<file path="src/rtl/io_input_port_pkg.sv">
// io_pkg - shared constants for the memory-mapped board input port.
//   Register offsets (word offset taken from dataAdr[3:2]), STATUS bit
//   positions and the default debounce length (10 ms at 100 MHz).
package io_pkg;

  localparam logic [1:0] IO_STATUS = 2'd0;
  localparam logic [1:0] IO_DATAR  = 2'd1;
  localparam logic [1:0] IO_DATAL  = 2'd2;
  localparam logic [1:0] IO_LIVE   = 2'd3;

  localparam int ST_RDYR = 0;
  localparam int ST_RDYL = 1;
  localparam int ST_OVR  = 2;

  localparam int unsigned DEBOUNCE_CYCLES_DEFAULT = 32'd1000000;

endpackage

</file>
<file path="src/rtl/io_input_port_btn_debounce.sv">
// btn_debounce - synchronizes one raw push button, debounces it and emits a
// one-cycle registered pulse on every debounced press (0->1).
//   clk    in   system clock, rising edge
//   reset  in   synchronous active-high reset
//   raw    in   asynchronous raw button level
//   db     out  debounced level
//   press  out  one-cycle pulse, the cycle after db rises
module btn_debounce #(
  parameter int unsigned DEBOUNCE_CYCLES = 32'd1000000
) (
  input  logic clk,
  input  logic reset,
  input  logic raw,
  output logic db,
  output logic press
);

  // clog2(N) bits always hold N-1, the largest count ever reached.
  localparam int unsigned CW = $clog2(DEBOUNCE_CYCLES);
  localparam logic [CW-1:0] CNT_LAST = CW'(DEBOUNCE_CYCLES - 32'd1);

  logic          sync1_r;
  logic          sync2_r;
  logic          db_r;
  logic          db_d_r;
  logic          press_r;
  logic [CW-1:0] cnt_r;

  // Two-flop synchronizer for the asynchronous button input.
  always_ff @(posedge clk) begin
    if (reset) begin
      sync1_r <= 1'b0;
      sync2_r <= 1'b0;
    end else begin
      sync1_r <= raw;
      sync2_r <= sync1_r;
    end
  end

  // Stability counter: any return to the current debounced level restarts it,
  // so only N consecutive cycles at the new level flip db.
  always_ff @(posedge clk) begin
    if (reset) begin
      db_r  <= 1'b0;
      cnt_r <= '0;
    end else if (sync2_r == db_r) begin
      cnt_r <= '0;
    end else if (cnt_r == CNT_LAST) begin
      db_r  <= sync2_r;
      cnt_r <= '0;
    end else begin
      cnt_r <= cnt_r + CW'(1);
    end
  end

  // Rising-edge detector on db; releases produce no pulse.
  always_ff @(posedge clk) begin
    if (reset) begin
      db_d_r  <= 1'b0;
      press_r <= 1'b0;
    end else begin
      db_d_r  <= db_r;
      press_r <= db_r & ~db_d_r;
    end
  end

  assign db    = db_r;
  assign press = press_r;

endmodule

</file>
<file path="src/rtl/io_input_port.sv">
// io_input_port - memory-mapped input responder for the single-cycle MIPS
// data bus. Debounces btnL/btnR, snapshots the switches on each press and
// exposes STATUS / DATAR / DATAL / LIVE registers to the CPU.
//   clk, reset        clock and synchronous active-high reset
//   sel, rd, wr       chip select and strobes (strobes qualified by sel)
//   addr[1:0]         word offset (dataAdr[3:2])
//   wdata[31:0]       write data (only STATUS bit 2 is writable, as clear)
//   rdata[31:0]       read data, combinational from registers, 0 when !sel
//   btnL, btnR        raw asynchronous push buttons
//   sw[15:0]          raw asynchronous slide switches
module io_input_port
  import io_pkg::*;
#(
  parameter int unsigned DEBOUNCE_CYCLES = DEBOUNCE_CYCLES_DEFAULT
) (
  input  logic        clk,
  input  logic        reset,
  input  logic        sel,
  input  logic        rd,
  input  logic        wr,
  input  logic [1:0]  addr,
  input  logic [31:0] wdata,
  output logic [31:0] rdata,
  input  logic        btnL,
  input  logic        btnR,
  input  logic [15:0] sw
);

  logic [15:0] sw_sync1_r;
  logic [15:0] sw_sync2_r;
  logic [15:0] datar_r;
  logic [15:0] datal_r;
  logic        rdyr_r;
  logic        rdyl_r;
  logic        ovr_r;

  logic        dbr_s;
  logic        dbl_s;
  logic        pressr_s;
  logic        pressl_s;
  logic        rd_datar_s;
  logic        rd_datal_s;
  logic        ovr_clr_s;
  logic [31:0] status_s;
  logic        unused_ok_s;

  btn_debounce #(.DEBOUNCE_CYCLES(DEBOUNCE_CYCLES)) u_db_r (
    .clk   (clk),
    .reset (reset),
    .raw   (btnR),
    .db    (dbr_s),
    .press (pressr_s)
  );

  btn_debounce #(.DEBOUNCE_CYCLES(DEBOUNCE_CYCLES)) u_db_l (
    .clk   (clk),
    .reset (reset),
    .raw   (btnL),
    .db    (dbl_s),
    .press (pressl_s)
  );

  assign rd_datar_s = sel & rd & (addr == IO_DATAR);
  assign rd_datal_s = sel & rd & (addr == IO_DATAL);
  assign ovr_clr_s  = sel & wr & (addr == IO_STATUS) & wdata[ST_OVR];

  // Debounced levels and the ignored write-data bits are intentionally unused.
  assign unused_ok_s = ^{wdata[31:3], wdata[1:0], dbr_s, dbl_s};

  // Two-flop synchronizer for the switches (not debounced).
  always_ff @(posedge clk) begin
    if (reset) begin
      sw_sync1_r <= 16'h0000;
      sw_sync2_r <= 16'h0000;
    end else begin
      sw_sync1_r <= sw;
      sw_sync2_r <= sw_sync1_r;
    end
  end

  // Right channel: a press beats a same-cycle clearing read of DATAR.
  always_ff @(posedge clk) begin
    if (reset) begin
      datar_r <= 16'h0000;
      rdyr_r  <= 1'b0;
    end else if (pressr_s) begin
      datar_r <= sw_sync2_r;
      rdyr_r  <= 1'b1;
    end else if (rd_datar_s) begin
      rdyr_r  <= 1'b0;
    end else begin
      rdyr_r  <= rdyr_r;
    end
  end

  // Left channel: same priority as the right channel.
  always_ff @(posedge clk) begin
    if (reset) begin
      datal_r <= 16'h0000;
      rdyl_r  <= 1'b0;
    end else if (pressl_s) begin
      datal_r <= sw_sync2_r;
      rdyl_r  <= 1'b1;
    end else if (rd_datal_s) begin
      rdyl_r  <= 1'b0;
    end else begin
      rdyl_r  <= rdyl_r;
    end
  end

  // Overflow flag: a press onto an unread value sets it, and that set
  // outranks a same-cycle software clear.
  always_ff @(posedge clk) begin
    if (reset) begin
      ovr_r <= 1'b0;
    end else if ((pressr_s & rdyr_r) | (pressl_s & rdyl_r)) begin
      ovr_r <= 1'b1;
    end else if (ovr_clr_s) begin
      ovr_r <= 1'b0;
    end else begin
      ovr_r <= ovr_r;
    end
  end

  // STATUS word assembly.
  always_comb begin
    status_s          = 32'h0000_0000;
    status_s[ST_RDYR] = rdyr_r;
    status_s[ST_RDYL] = rdyl_r;
    status_s[ST_OVR]  = ovr_r;
  end

  // Read mux; valid in the same cycle as the strobe.
  always_comb begin
    rdata = 32'h0000_0000;
    if (sel) begin
      case (addr)
        IO_STATUS: rdata = status_s;
        IO_DATAR:  rdata = {16'h0000, datar_r};
        IO_DATAL:  rdata = {16'h0000, datal_r};
        IO_LIVE:   rdata = {16'h0000, sw_sync2_r};
        default:   rdata = 32'h0000_0000;
      endcase
    end else begin
      rdata = 32'h0000_0000;
    end
  end

endmodule

</file>
<file path="config.mk">
export PLATFORM = sky130hd
export DESIGN_NAME = io_input_port
export DESIGN_NICKNAME = d
export VERILOG_FILES = /design/src/rtl/io_input_port_pkg.sv /design/src/rtl/io_input_port_btn_debounce.sv /design/src/rtl/io_input_port.sv
export SDC_FILE = /design/constraint.sdc
export NUM_CORES = 1
export LEC_CHECK = 0
export ABC_AREA = 1
export CORE_MARGIN = 5
export CORE_UTILIZATION = 30
export CTS_CLUSTER_SIZE = 40
export DETAILED_ROUTE_END_ITERATION = 7
export RECOVER_POWER = 100
export REMOVE_ABC_BUFFERS = 1
export SYNTH_ARGS = -nofsm -noshare
export SYNTH_HDL_FRONTEND = slang
export SYNTH_SLANG_ARGS = --single-unit
export TNS_END_PERCENT = 50
</file>
<file path="constraint.sdc">
create_clock -name clk -period 1.8 [get_ports clk]
set_input_delay 0.36 -clock clk [delete_from_list [all_inputs] [get_ports clk]]
set_output_delay 0.36 -clock clk [all_outputs]
set_load 0.01 [all_outputs]
</file>
==> results.py, run 1 <==
metrics = {
    "sta": {
        "fin_tns_setup_ns": 0,
        "hold_viol_final": 0,
        "finalCriticalPeriod_ns": 1.70,
        "maxSlewViolCount": 0,
        "worst_slack_ns": 0.0982,
        "timing.clock.skew_ns": 0.00697,
        "max_slew_margin": 0.418,
        "fmaxAchievable_ghz": 0.588,
        "rsz0062_at_grt": "no",
        "fin_crit_sh": 0.945,
        "holdWs_ns": 0.323,
        "worst_pin_slew_ns": 0.874,
        "timing.final.setup_violations": 0,
    },
    "synth": {
        "synth_top_family_by_area": "simple AND/OR/NAND/NOR gates",
        "synth.avg_cell_area_um2": 7.09,
        "synth_xor_area_frac": 0.0329,
        "synth_top_area_frac": 0.463,
        "yosys.area_share.simple": 0.324,
        "synth_compound_area_frac": 0.0655,
        "synthTopCellsByArea": "dfxtp_1 (46%), nor2_1 (14%), nand2_1 (11%)",
        "postSynthCellCount": 714,
        "dominantRegCellSynth": "dfxtp_1",
        "synthTopCellsByCount": "nor2_1 (185), nand2_1 (148), dfxtp_1 (117)",
        "synth.area.mux_share": 0,
        "synth_enable_flop_cells": 0,
        "synthAdderAreaFrac": 0.00495,
        "post_synth_instance_area_um2": 5060,
        "yosysWarnings": 0,
        "number_of_flip_flops_and_latches_in_the_synthesized_netlist": 117,
        "ys_async_sr_fraction": 0,
        "synth.largest_area_cell": "dfxtp_1",
        "synth.lib_cells_used.distinct": 36,
        "post-synth-top-count-cell": "nor2_1",
        "yosysSeqAreaShare": 0.463,
    },
    "cells_and_area": {
        "post_route_cells_drive_above_1_share": 0.102,
        "finish.cell_count_without_fillers": 1003,
        "final_net_count": 831,
        "antenna_cells_inserted": 0,
        "area.growth.synth_to_final_pct": 23.7,
    },
    "clocking": {
        "cts_hold_repair.buffers": 0,
        "cts_max_level": 4,
        "cts-root-buf": "clkbuf_16",
        "tritoncts.num_buffers": 17,
        "clkLatencyLatePin_ns": 0.41,
        "max-clock-path-buffers": 2,
        "cts.sink_count": 117,
        "clkSlewWorstSetupHoldPaths_ns": 0.05,
        "tritoncts_clock_tree": "built",
    },
    "pwr": {
        "power_density_nw_per_um2": 976,
        "power.static_leakage_nw": 2.66,
        "irDropWorstVdd_mv": 0.693,
        "internal-power_mw": 4.88,
        "sw_frac_of_total": 0.201,
        "netSwitchingPower_mw": 1.23,
        "clock_power_share": 0.527,
        "report.power.total_mw": 6.11,
        "combinationalPowerShare": 0.039,
        "power.share.sequential": 0.434,
    },
    "critical_path": {
        "critical_path_peak_fanout": 8,
        "worstSetupPathType": "in -> out",
        "start_kind": "input port",
        "ff2ff_path_depth": 8,
        "critPathRequiredTime_ns": 1.44,
        "cp_data_arrival_time_ns": 1.34,
        "setup.worst_path.end_class": "output port",
    },
    "placement": {
        "post-dp-hpwl_mm": 7.22,
        "worst_slack_at_placement_ns": -0.642,
        "numPortBuffers": 41,
        "finalWeightedCongestion": 0.828,
        "placed_cells_incl_taps": 965,
    },
    "hold_path": {
        "timing.hold.worst_path_depth": 4,
        "worstHoldPathType": "in -> reg",
    },
    "routing": {
        "num_vias": 4257,
        "drtPass1Iterations": 4,
        "final_antenna_net_count": 0,
        "drt_wl_total_mm": 10.8,
        "drt_iter0_drc": 245,
        "mean_number_of_vias_per_cell": 4.24,
        "wl_per_cell_um": 10.8,
        "drc_errors": 0,
    },
    "floorplan": {
        "fp.dieArea_um2": 19600,
        "die_y_um": 140,
        "initial_core_util": 0.305,
        "fp-row-count": 47,
        "fp.dieW_um": 140,
        "core_region_area_um2": 16600,
        "ioPinCount": 89,
    },
    "global_routing": {
        "grtUsageTotal": 0.119,
        "grt_start_max_net_pins": 44,
        "grt_antenna_before_repair": 0,
        "grt_pass1_wl_mm": 19.1,
        "globalRouteOverflowTotal": 0,
        "grt_pass1_vias": 4119,
    },
    "flow_run": {
        "drv_cap": 0,
    },
    "status": {
        "result_of_the_run": "finished, final reports clean",
    },
}
==> power groups by stage <==
stage	sequential, mW	clock (mW)	combinational [mW]
final	2.65	3.22	0.236
after CTS	2.65	3.32	0.232
after floorplan	2.70	0	0.0880
after global routing	2.65	3.43	0.265
after global placement	2.71	0	0.219
after detailed placement	2.71	0	0.220
==> critical path, cell delays in order <==
cell,delay (ns)
buf_2,0.13
nand2_1,0.06
inv_1,0.09
buf_12,0.11
buf_6,0.13
nand2_1,0.05
nand3_1,0.07
nand2_1,0.05
inv_1,0.05
clkdlybuf4s15_1,0.22
==> metal layers <==
| layer | track usage | share of wire | vias to the layer above | wire length, um |
|---|---|---|---|---|
| li1 | - | - | 2266 | - |
| met1 | 0.152 | 0.50 | 1905 | 5420 |
| met2 | 0.183 | 0.44 | 73 | 4730 |
| met3 | 0.0395 | 0.045 | 13 | 489 |
| met4 | 0.0520 | 0.014 | 0 | 147 |
| met5 | 0 | 0 | - | 0 |
==> cells in the final DEF (no fill, tap or decap), types with 5 or more instances in the layout <==
cell | Yosys | routed
clkdlybuf4s50_1 | 0 | 21
o21ai_0 | 33 | 33
dfxtp_1 | 117 | 117
conb_1 | 1 | 16
clkbuf_8 | 0 | 7
inv_1 | 76 | 76
buf_2 | 1 | 5
clkbuf_1 | 13 | 10
xnor2_1 | 8 | 8
clkbuf_16 | 0 | 17
nand3_1 | 32 | 33
nor2_2 | 8 | 5
buf_6 | 4 | 8
nor2_1 | 185 | 187
buf_4 | 18 | 12
nand2_1 | 148 | 148
a21oi_1 | 12 | 12
nand3b_1 | 5 | 5
xor2_1 | 11 | 11
==> what timing repair did <==
action	CTS	global route
setup endpoints to repair	16	17
gates resized for setup	62	17
pin swaps	1	2
setup buffers	5	4
==> cell families after synthesis <==
family | Yosys count
simple gates | 398
buf+inv | 119
flops | 117
compound gates | 58
xor+xnor | 19
fa+ha+maj | 2
other cells | 1
==> stage by stage <==
step / cell area (um2) / utilization
final: 6260 / 0.378
after detailed placement: 5660 / 0.341
after floorplan: 4870 / -
after CTS: 6270 / 0.378
after global routing: 6260 / 0.378
after global placement: 5660 / 0.341
==> final cells by class <==
cell class                 instances  area (um2)
clock buffer                      28         537
clock inverter                     2        37.5
fill                            1762       10300
inverter                          81         305
multi-input combinational        493        2230
sequential                       117        2340
tap                              220         275
timing repair buffer              62         529
==> worst paths after layout <==
kind,from,endpoint,slack [ns]
max,addr[0],rdata[11],0.1
min,reset,u_db_r.db$_SDFFE_PP0P_,0.32
max reg2reg,u_db_r.cnt_r[0]$_SDFF_PP0_,u_db_r.cnt_r[10]$_SDFF_PP0_,0.20
min reg2reg,u_db_r.db_d_r$_SDFF_PP0_,u_db_r.press$_SDFF_PP0_,0.39
==> state kept, by name, summed over array words and instances (netlist names) <==
signal and flops:
u_db_r.db 1, datal_r 16, u_db_r.db_d_r 1, datar_r 16, u_db_r.sync1_r 1, rdyr_r 1
u_db_r.press 1, u_db_l.db 1, u_db_r.cnt_r 20, u_db_l.db_d_r 1, sw_sync1_r 16, u_db_l.press 1
sw_sync2_r 16, u_db_l.sync2_r 1, ovr_r 1, rdyl_r 1, u_db_l.cnt_r 20, u_db_r.sync2_r 1
u_db_l.sync1_r 1
Power figures use the tool's default switching activity.
==> run 2, diff against run 1 <==
--- a/config.mk
+++ b/config.mk
@@ -8,6 +8,7 @@
 export ABC_AREA = 1
 export CORE_MARGIN = 5
 export CORE_UTILIZATION = 30
+export CTS_CLUSTER_DIAMETER = 80
 export CTS_CLUSTER_SIZE = 40
 export DETAILED_ROUTE_END_ITERATION = 7
 export RECOVER_POWER = 100
==> results of run 2 <==
Same layout as run 1: the final DEF is identical, and so are final timing and power.
